--- config.mk ---
export PLATFORM = sky130hd
export DESIGN_NAME = interconn_tx
export DESIGN_NICKNAME = d
export VERILOG_FILES = /design/src/rtl/interconn_pkg.sv /design/src/rtl/interconn_tx_pipe.sv /design/src/rtl/interconn_tx.sv
export SDC_FILE = /design/constraint.sdc
export NUM_CORES = 1
export LEC_CHECK = 0
export BUFFER_PORTS_ARGS = -buffer_cell sky130_fd_sc_hd__buf_2
export CAP_MARGIN = 5
export CORE_ASPECT_RATIO = 0.6
export CORE_MARGIN = 1.5
export CORE_UTILIZATION = 57
export CTS_BUF_LIST = sky130_fd_sc_hd__clkbuf_8
export CTS_CLUSTER_DIAMETER = 40
export DETAILED_ROUTE_END_ITERATION = 10
export GPL_ROUTABILITY_DRIVEN = 0
export PLACE_DENSITY_LB_ADDON = 0.2
export SLEW_MARGIN = 10
export SYNTH_ARGS = -nofsm -noshare
export SYNTH_HDL_FRONTEND = slang
export SYNTH_SLANG_ARGS = --single-unit
--- constraint.sdc ---
create_clock -name clk -period 2.7 [get_ports clk]
set_input_delay 0.54 -clock clk [delete_from_list [all_inputs] [get_ports clk]]
set_output_delay 0.54 -clock clk [all_outputs]
set_load 0.02 [all_outputs]
--- src/rtl/interconn_pkg.sv ---
// Shared definitions for the MVU crossbar interconnect: transmit FSM state
// encoding and default geometry constants used by the crossbar, tx and rx sides.
package interconn_pkg;

    localparam int DEF_N     = 8;
    localparam int DEF_W     = 64;
    localparam int DEF_BADDR = 15;
    localparam int DEF_BLEN  = 15;
    localparam int DEF_RDLAT = 2;

    typedef enum logic [1:0] {
        IDLE  = 2'd0,
        READ  = 2'd1,
        DRAIN = 2'd2,
        DONE  = 2'd3
    } tx_state_e;

endpackage

--- src/rtl/interconn_tx_pipe.sv ---
// Read-latency delay line for interconn_tx: carries a valid bit and the remote
// write address alongside each outstanding local memory read.
module interconn_tx_pipe #(
    parameter int DEPTH = 2,
    parameter int AW    = 15
) (
    input  logic          clk,
    input  logic          clr_n,
    input  logic          in_valid,
    input  logic [AW-1:0] in_addr,
    output logic          out_valid,
    output logic [AW-1:0] out_addr,
    output logic          empty
);

    logic [DEPTH-1:0] vld;
    logic [AW-1:0]    adr [DEPTH];

    always_ff @(posedge clk or negedge clr_n) begin
        if (!clr_n) begin
            vld <= '0;
            for (int unsigned i = 0; i < DEPTH; i++) begin
                adr[i] <= '0;
            end
        end else begin
            vld[0] <= in_valid;
            adr[0] <= in_addr;
            for (int unsigned i = 1; i < DEPTH; i++) begin
                vld[i] <= vld[i-1];
                adr[i] <= adr[i-1];
            end
        end
    end

    assign out_valid = vld[DEPTH-1];
    assign out_addr  = adr[DEPTH-1];
    assign empty     = ~|vld;

endmodule

--- src/rtl/interconn_tx.sv ---
// Per-MVU crossbar transmit engine: streams a block of local memory words to a
// destination mask with incrementing remote addresses. Optional INTERCONN_TX_PAUSE_EN adds a read-pause input.
module interconn_tx
    import interconn_pkg::*;
#(
    parameter int N     = DEF_N,
    parameter int W     = DEF_W,
    parameter int BADDR = DEF_BADDR,
    parameter int BLEN  = DEF_BLEN,
    parameter int RDLAT = DEF_RDLAT
) (
    input  logic             clk,
    input  logic             clr_n,
`ifdef INTERCONN_TX_PAUSE_EN
    input  logic             pause,
`endif
    input  logic             cmd_valid,
    output logic             cmd_ready,
    input  logic [N-1:0]     cmd_dest,
    input  logic [BADDR-1:0] cmd_src_addr,
    input  logic [BADDR-1:0] cmd_dst_addr,
    input  logic [BLEN-1:0]  cmd_len,
    output logic             mem_rd_en,
    output logic [BADDR-1:0] mem_rd_addr,
    input  logic [W-1:0]     mem_rd_word,
    output logic [N-1:0]     send_to,
    output logic             send_en,
    output logic [BADDR-1:0] send_addr,
    output logic [W-1:0]     send_word,
    output logic             busy,
    output logic             done
);

    localparam logic [1:0] S_IDLE  = IDLE;
    localparam logic [1:0] S_READ  = READ;
    localparam logic [1:0] S_DRAIN = DRAIN;
    localparam logic [1:0] S_DONE  = DONE;

    logic [1:0]       state;
    logic [N-1:0]     dest_q;
    logic [BADDR-1:0] src_q;
    logic [BADDR-1:0] dst_q;
    logic [BLEN-1:0]  rem_q;

    logic             hold;
    logic             issue;
    logic             pipe_valid;
    logic [BADDR-1:0] pipe_addr;
    logic             pipe_empty;
    logic             last_send;

`ifdef INTERCONN_TX_PAUSE_EN
    assign hold = pause;
`else
    assign hold = 1'b0;
`endif

    assign issue     = (state == S_READ) && !hold;
    assign cmd_ready = (state == S_IDLE);
    assign busy      = (state != S_IDLE);
    assign mem_rd_en   = issue;
    assign mem_rd_addr = src_q;

    // No reads are issued in DRAIN, so an empty delay line behind a valid
    // output word means that word is the final one of the transfer.
    assign last_send = (state == S_DRAIN) && send_en && pipe_empty;
    assign done      = (state == S_DONE) || last_send;

    interconn_tx_pipe #(
        .DEPTH (RDLAT),
        .AW    (BADDR)
    ) u_pipe (
        .clk       (clk),
        .clr_n     (clr_n),
        .in_valid  (issue),
        .in_addr   (dst_q),
        .out_valid (pipe_valid),
        .out_addr  (pipe_addr),
        .empty     (pipe_empty)
    );

    always_ff @(posedge clk or negedge clr_n) begin
        if (!clr_n) begin
            state  <= S_IDLE;
            dest_q <= '0;
            src_q  <= '0;
            dst_q  <= '0;
            rem_q  <= '0;
        end else begin
            case (state)
                S_IDLE: begin
                    if (cmd_valid) begin
                        dest_q <= cmd_dest;
                        src_q  <= cmd_src_addr;
                        dst_q  <= cmd_dst_addr;
                        rem_q  <= cmd_len;
                        if (cmd_len == '0 || cmd_dest == '0) begin
                            state <= S_DONE;
                        end else begin
                            state <= S_READ;
                        end
                    end
                end
                S_READ: begin
                    if (issue) begin
                        src_q <= src_q + BADDR'(1);
                        dst_q <= dst_q + BADDR'(1);
                        rem_q <= rem_q - BLEN'(1);
                        if (rem_q == BLEN'(1)) begin
                            state <= S_DRAIN;
                        end
                    end
                end
                S_DRAIN: begin
                    if (last_send) begin
                        state <= S_IDLE;
                    end
                end
                default: begin
                    state <= S_IDLE;
                end
            endcase
        end
    end

    always_ff @(posedge clk or negedge clr_n) begin
        if (!clr_n) begin
            send_en   <= 1'b0;
            send_to   <= '0;
            send_addr <= '0;
            send_word <= '0;
        end else if (pipe_valid) begin
            send_en   <= 1'b1;
            send_to   <= dest_q;
            send_addr <= pipe_addr;
            send_word <= mem_rd_word;
        end else begin
            send_en   <= 1'b0;
            send_to   <= '0;
            send_addr <= '0;
            send_word <= '0;
        end
    end

endmodule

==> metrics.txt <==
# TYPE chip_impl_metric gauge
chip_impl_info{name="run_status",value="finished, final reports clean"} 1
chip_impl_metric{name="min_period",unit="ps"} 2340
chip_impl_metric{name="latest_clock_arrival_within_the_worst_skew_pair",unit="ps"} 450
chip_impl_metric{name="core-area",unit="µm²"} 12000
chip_impl_metric{name="synth.net_count",unit=""} 740
chip_impl_info{name="cts.root.buffer_cell",value="sky130_fd_sc_hd__clkbuf_8"} 1
chip_impl_metric{name="cp.depth",unit=""} 4
chip_impl_metric{name="syn_avg_cell_area",unit="µm²"} 11.4
chip_impl_metric{name="fmax",unit="GHz"} 0.427
chip_impl_metric{name="relSlewSlack",unit=""} 0.587
chip_impl_info{name="path_delay_family",value="buffers and inverters"} 1
chip_impl_metric{name="io_buffers",unit=""} 226
chip_impl_metric{name="dr_total_vias",unit=""} 5570
chip_impl_metric{name="grt_max_degree",unit=""} 89
chip_impl_metric{name="drt-pass1-iter-count",unit=""} 5
chip_impl_metric{name="ff_to_ff_setup_slack",unit="ps"} 790
chip_impl_metric{name="area_growth",unit="%"} 24.8
chip_impl_metric{name="share_of_the_yosys_chip_area_belonging_to_registers",unit=""} 0.625
chip_impl_metric{name="post_cts_sizing",unit=""} 0
chip_impl_metric{name="antenna-diode-count",unit=""} 0
chip_impl_info{name="unrepaired_setup_endpoints_after_global_routing",value="no"} 1
chip_impl_metric{name="ir_drop",unit="µV"} 396
chip_impl_metric{name="clk_pin_slew",unit="ps"} 110
chip_impl_metric{name="finalSetupTns",unit="ps"} 0
chip_impl_metric{name="drt_drc_violations_left",unit=""} 0
chip_impl_metric{name="global_route_met3_utilization",unit=""} 0.0608
chip_impl_metric{name="drt-vias-per-instance",unit=""} 5.48
chip_impl_info{name="critical_r2r_launch",value="rem_q[0]$_DFFE_PN0P_"} 1
chip_impl_metric{name="finalWirelength",unit="µm"} 16200
chip_impl_metric{name="antenna_violating_nets_post_route",unit=""} 0
chip_impl_metric{name="cp_data_arrival_time",unit="ps"} 1800
chip_impl_info{name="synth-main-ff-cell",value="sky130_fd_sc_hd__dfrtp_1"} 1
chip_impl_metric{name="proportion_of_power_drawn_by_flip_flops_and_latches",unit=""} 0.541
chip_impl_metric{name="cts-buffers-inserted",unit=""} 17
chip_impl_metric{name="grt_pass1_vias",unit=""} 5044
chip_impl_metric{name="detail_route.iter0.violations",unit=""} 545
chip_impl_info{name="critical_path.slowest_cell",value="sky130_fd_sc_hd__dfrtp_1"} 1
chip_impl_info{name="worst-setup-path-type",value="reg -> out"} 1
chip_impl_metric{name="post-layout-total-power",unit="mW"} 6.02
chip_impl_metric{name="final_layout_size_suffix_gt1_frac",unit=""} 0.336
chip_impl_metric{name="timing.final.crit_share",unit=""} 0.868
chip_impl_metric{name="initial_antenna_violation_count",unit=""} 0
chip_impl_metric{name="cts_num_sinks",unit=""} 175
chip_impl_metric{name="final_cell_count_no_fill",unit=""} 1017
chip_impl_metric{name="die_height",unit="µm"} 88.9
chip_impl_info{name="critPathCaptureType",value="primary output"} 1
chip_impl_metric{name="number_of_nets_in_the_finished_design",unit=""} 963
chip_impl_info{name="globalRoute.busiestLayer",value="met2"} 1
chip_impl_metric{name="synth-seq-cells",unit=""} 175
chip_impl_metric{name="cts_max_path_buffers",unit=""} 2
chip_impl_metric{name="worstPathMaxFanout",unit=""} 26
chip_impl_info{name="crit_end",value="done"} 1
chip_impl_metric{name="worst_pin_slew",unit="ps"} 620
chip_impl_metric{name="synth-edff-count",unit=""} 0
chip_impl_metric{name="io_pins",unit=""} 227
chip_impl_metric{name="timing_max_transition_violations_final",unit=""} 0
chip_impl_metric{name="switching_share",unit=""} 0.300
chip_impl_metric{name="cts.htree.levels",unit=""} 4
chip_impl_metric{name="die_footprint",unit="µm²"} 13000
chip_impl_info{name="critical_path.cell_chain",value="buf_4 > inv_1 > a21oi_1 > buf_2"} 1
chip_impl_metric{name="synth_area",unit="µm²"} 7000
chip_impl_metric{name="die_w",unit="µm"} 146
chip_impl_metric{name="total_half_perimeter_wirelength_after_legalization_and_detailed_placement",unit="µm"} 11500
chip_impl_metric{name="comb_power_share",unit=""} 0.158
chip_impl_metric{name="finalClockSkew",unit="ps"} 16.8
chip_impl_metric{name="worstPathRequired",unit="ps"} 2160
chip_impl_metric{name="placed_cells",unit=""} 985
chip_impl_metric{name="timing.final.setup_violations",unit=""} 0
chip_impl_metric{name="leakagePower",unit="nW"} 4.15
chip_impl_metric{name="finalHoldViolCount",unit=""} 0
chip_impl_metric{name="post_cts_hold_buffer_count",unit=""} 0
chip_impl_metric{name="core.rowCount",unit=""} 31
chip_impl_metric{name="grt_util_met2",unit=""} 0.400
chip_impl_metric{name="final_area",unit="µm²"} 8740
chip_impl_info{name="worstSetupStartpoint",value="state[0]$_DFFE_PN0P_"} 1
chip_impl_metric{name="yosys_warnings",unit=""} 0
chip_impl_metric{name="power.switching",unit="mW"} 1.81
chip_impl_metric{name="wire_per_inst",unit="µm"} 15.9
chip_impl_metric{name="routing_usage_on_met1",unit=""} 0.347
chip_impl_metric{name="gr-usage-all-layers",unit=""} 0.253
chip_impl_metric{name="crit_buf_inv",unit=""} 3
chip_impl_metric{name="intPower",unit="mW"} 4.21
chip_impl_metric{name="grt_pass1_wl",unit="µm"} 25200
chip_impl_metric{name="yosysUniqueCellTypes",unit=""} 55
chip_impl_metric{name="start_util",unit=""} 0.583
chip_impl_metric{name="r2r.worst_path.cells",unit=""} 6
chip_impl_metric{name="placed_cell_area",unit="µm²"} 8330
chip_impl_metric{name="power.clock.fraction",unit=""} 0.301
chip_impl_info{name="cts_tree",value="done"} 1
chip_impl_info{name="cp-start-kind",value="register"} 1
chip_impl_info{name="min-delay-path-class",value="in -> async"} 1
chip_impl_metric{name="cpPeakStageDelay",unit="ps"} 360
chip_impl_metric{name="gr-total-overflow",unit=""} 0
chip_impl_metric{name="drv.max_cap_violation_count",unit=""} 0
chip_impl_info{name="worstReg2RegEnd",value="rem_q[6]$_DFFE_PN0P_"} 1
chip_impl_metric{name="postCtsSetupBuffers",unit=""} 0
chip_impl_metric{name="power_per_cell_area",unit="nW/µm²"} 689
chip_impl_metric{name="postSynth.asyncResetShare",unit=""} 1.00
chip_impl_metric{name="synth_cells",unit=""} 616
sequential cells by signal (all words and copies together), names as in the netlist:
register and count:
send_en 1, dest_q 8, mem_rd_addr 15, send_to 8, send_word 64, dst_q 15, rem_q 15, send_addr 15
u_pipe.out_addr 15, u_pipe.vld 2, state 2, u_pipe.adr 15
placed cells by master (no fill, tap or decap), types with 3 or more instances in the layout:
cell and n:
sky130_fd_sc_hd__buf_4 13, sky130_fd_sc_hd__mux2_2 3, sky130_fd_sc_hd__inv_1 11, sky130_fd_sc_hd__ha_1 4, sky130_fd_sc_hd__a211oi_1 3, sky130_fd_sc_hd__a221o_1 4, sky130_fd_sc_hd__nor4_1 7, sky130_fd_sc_hd__mux2i_1 10
sky130_fd_sc_hd__o21ai_0 12, sky130_fd_sc_hd__inv_6 4, sky130_fd_sc_hd__nor3_1 10, sky130_fd_sc_hd__dfrtp_1 174, sky130_fd_sc_hd__nand4_1 9, sky130_fd_sc_hd__nor2b_1 5, sky130_fd_sc_hd__nor2_1 17, sky130_fd_sc_hd__and2_1 87
sky130_fd_sc_hd__a21oi_1 30, sky130_fd_sc_hd__nand2b_1 4, sky130_fd_sc_hd__o22a_1 19, sky130_fd_sc_hd__and3_1 7, sky130_fd_sc_hd__clkbuf_8 17, sky130_fd_sc_hd__nand2_1 64, sky130_fd_sc_hd__o311ai_0 4, sky130_fd_sc_hd__nand3_1 24
sky130_fd_sc_hd__o22ai_1 26, sky130_fd_sc_hd__inv_8 3, sky130_fd_sc_hd__buf_2 225, sky130_fd_sc_hd__clkinv_4 4, sky130_fd_sc_hd__o211ai_1 11
cells in the mapped netlist (all sizes together), types with 3 or more instances:
master | n | area, µm²
a211oi | 3 | 22.5
a21oi | 30 | 150
a221o | 4 | 40.0
and2 | 87 | 544
and3 | 7 | 43.8
buf | 10 | 51.3
clkbuf | 27 | 101
dfrtp | 175 | 4380
ha | 4 | 50.1
inv | 10 | 37.5
mux2 | 3 | 33.8
mux2i | 10 | 100
nand2 | 65 | 246
nand2b | 4 | 25.0
nand3 | 25 | 130
nand4 | 9 | 56.3
nor2 | 17 | 63.8
nor2b | 5 | 31.3
nor3 | 12 | 76.3
nor3b | 3 | 38.8
nor4 | 8 | 65.1
o211ai | 11 | 82.6
o21ai | 12 | 60.1
o22a | 19 | 166
o22ai | 26 | 163
o311ai | 6 | 52.6
layout make-up:
| class | count | area, µm² |
|---|---|---|
| Clock buffer | 17 | 234 |
| Clock inverter | 15 | 170 |
| Fill cell | 906 | 3290 |
| Inverter | 11 | 41.3 |
| Multi-Input combinational cell | 393 | 2430 |
| Sequential cell | 175 | 4380 |
| Tap cell | 165 | 206 |
| Timing Repair Buffer | 241 | 1270 |
layer usage:
metal / up-vias / wire length (µm)
li1: 2614 / -
met1: 2661 / 6970
met2: 264 / 7560
met3: 31 / 1300
met4: 0 / 334
met5: - / 0
power by group through the flow:
stage          clock, mW  combinational (mW)  sequential (mW)
2_1_floorplan          0               0.422             3.42
3_3_place_gp           0               0.921             3.28
3_5_place_dp           0               0.954             3.30
4_1_cts             1.85               0.956             3.25
5_1_grt             1.96                1.04             3.30
6_report            1.81               0.951             3.25
logic make-up (layout without fill, tap and decap cells):
logic type	count (synthesis)	count (layout)	synth area share
AO/OA/AOI/OAI	122	122	0.118
adder cells (fa/ha/maj)	4	4	0.00715
buffers and inverters	48	284	0.0277
flip-flops	175	175	0.625
multiplexers	13	13	0.0191
AND/OR/NAND/NOR	254	254	0.203
per-stage QoR:
stage,hold slack (ps),util,setup WS [ps]
floorplan,244,-,995
global placement,332,0.693,819
detailed placement,335,0.693,726
CTS,30.9,0.727,362
global route,43.3,0.727,213
finish,22.5,0.727,357
worst min-delay path by stage:
stage	slack, ps	cells past startpoint	end
2_1_floorplan	240	0	dest_q[0]$_DFFE_PN0P_
3_3_place_gp	330	0	u_pipe.out_addr[3]$_DFF_PN0_
3_5_place_dp	330	0	u_pipe.out_addr[0]$_DFF_PN0_
4_1_cts	30	1	u_pipe.adr[21]$_DFF_PN0_
5_1_grt	40	1	u_pipe.adr[21]$_DFF_PN0_
6_report	20	1	u_pipe.adr[21]$_DFF_PN0_
(Power assumes the default switching activity.)
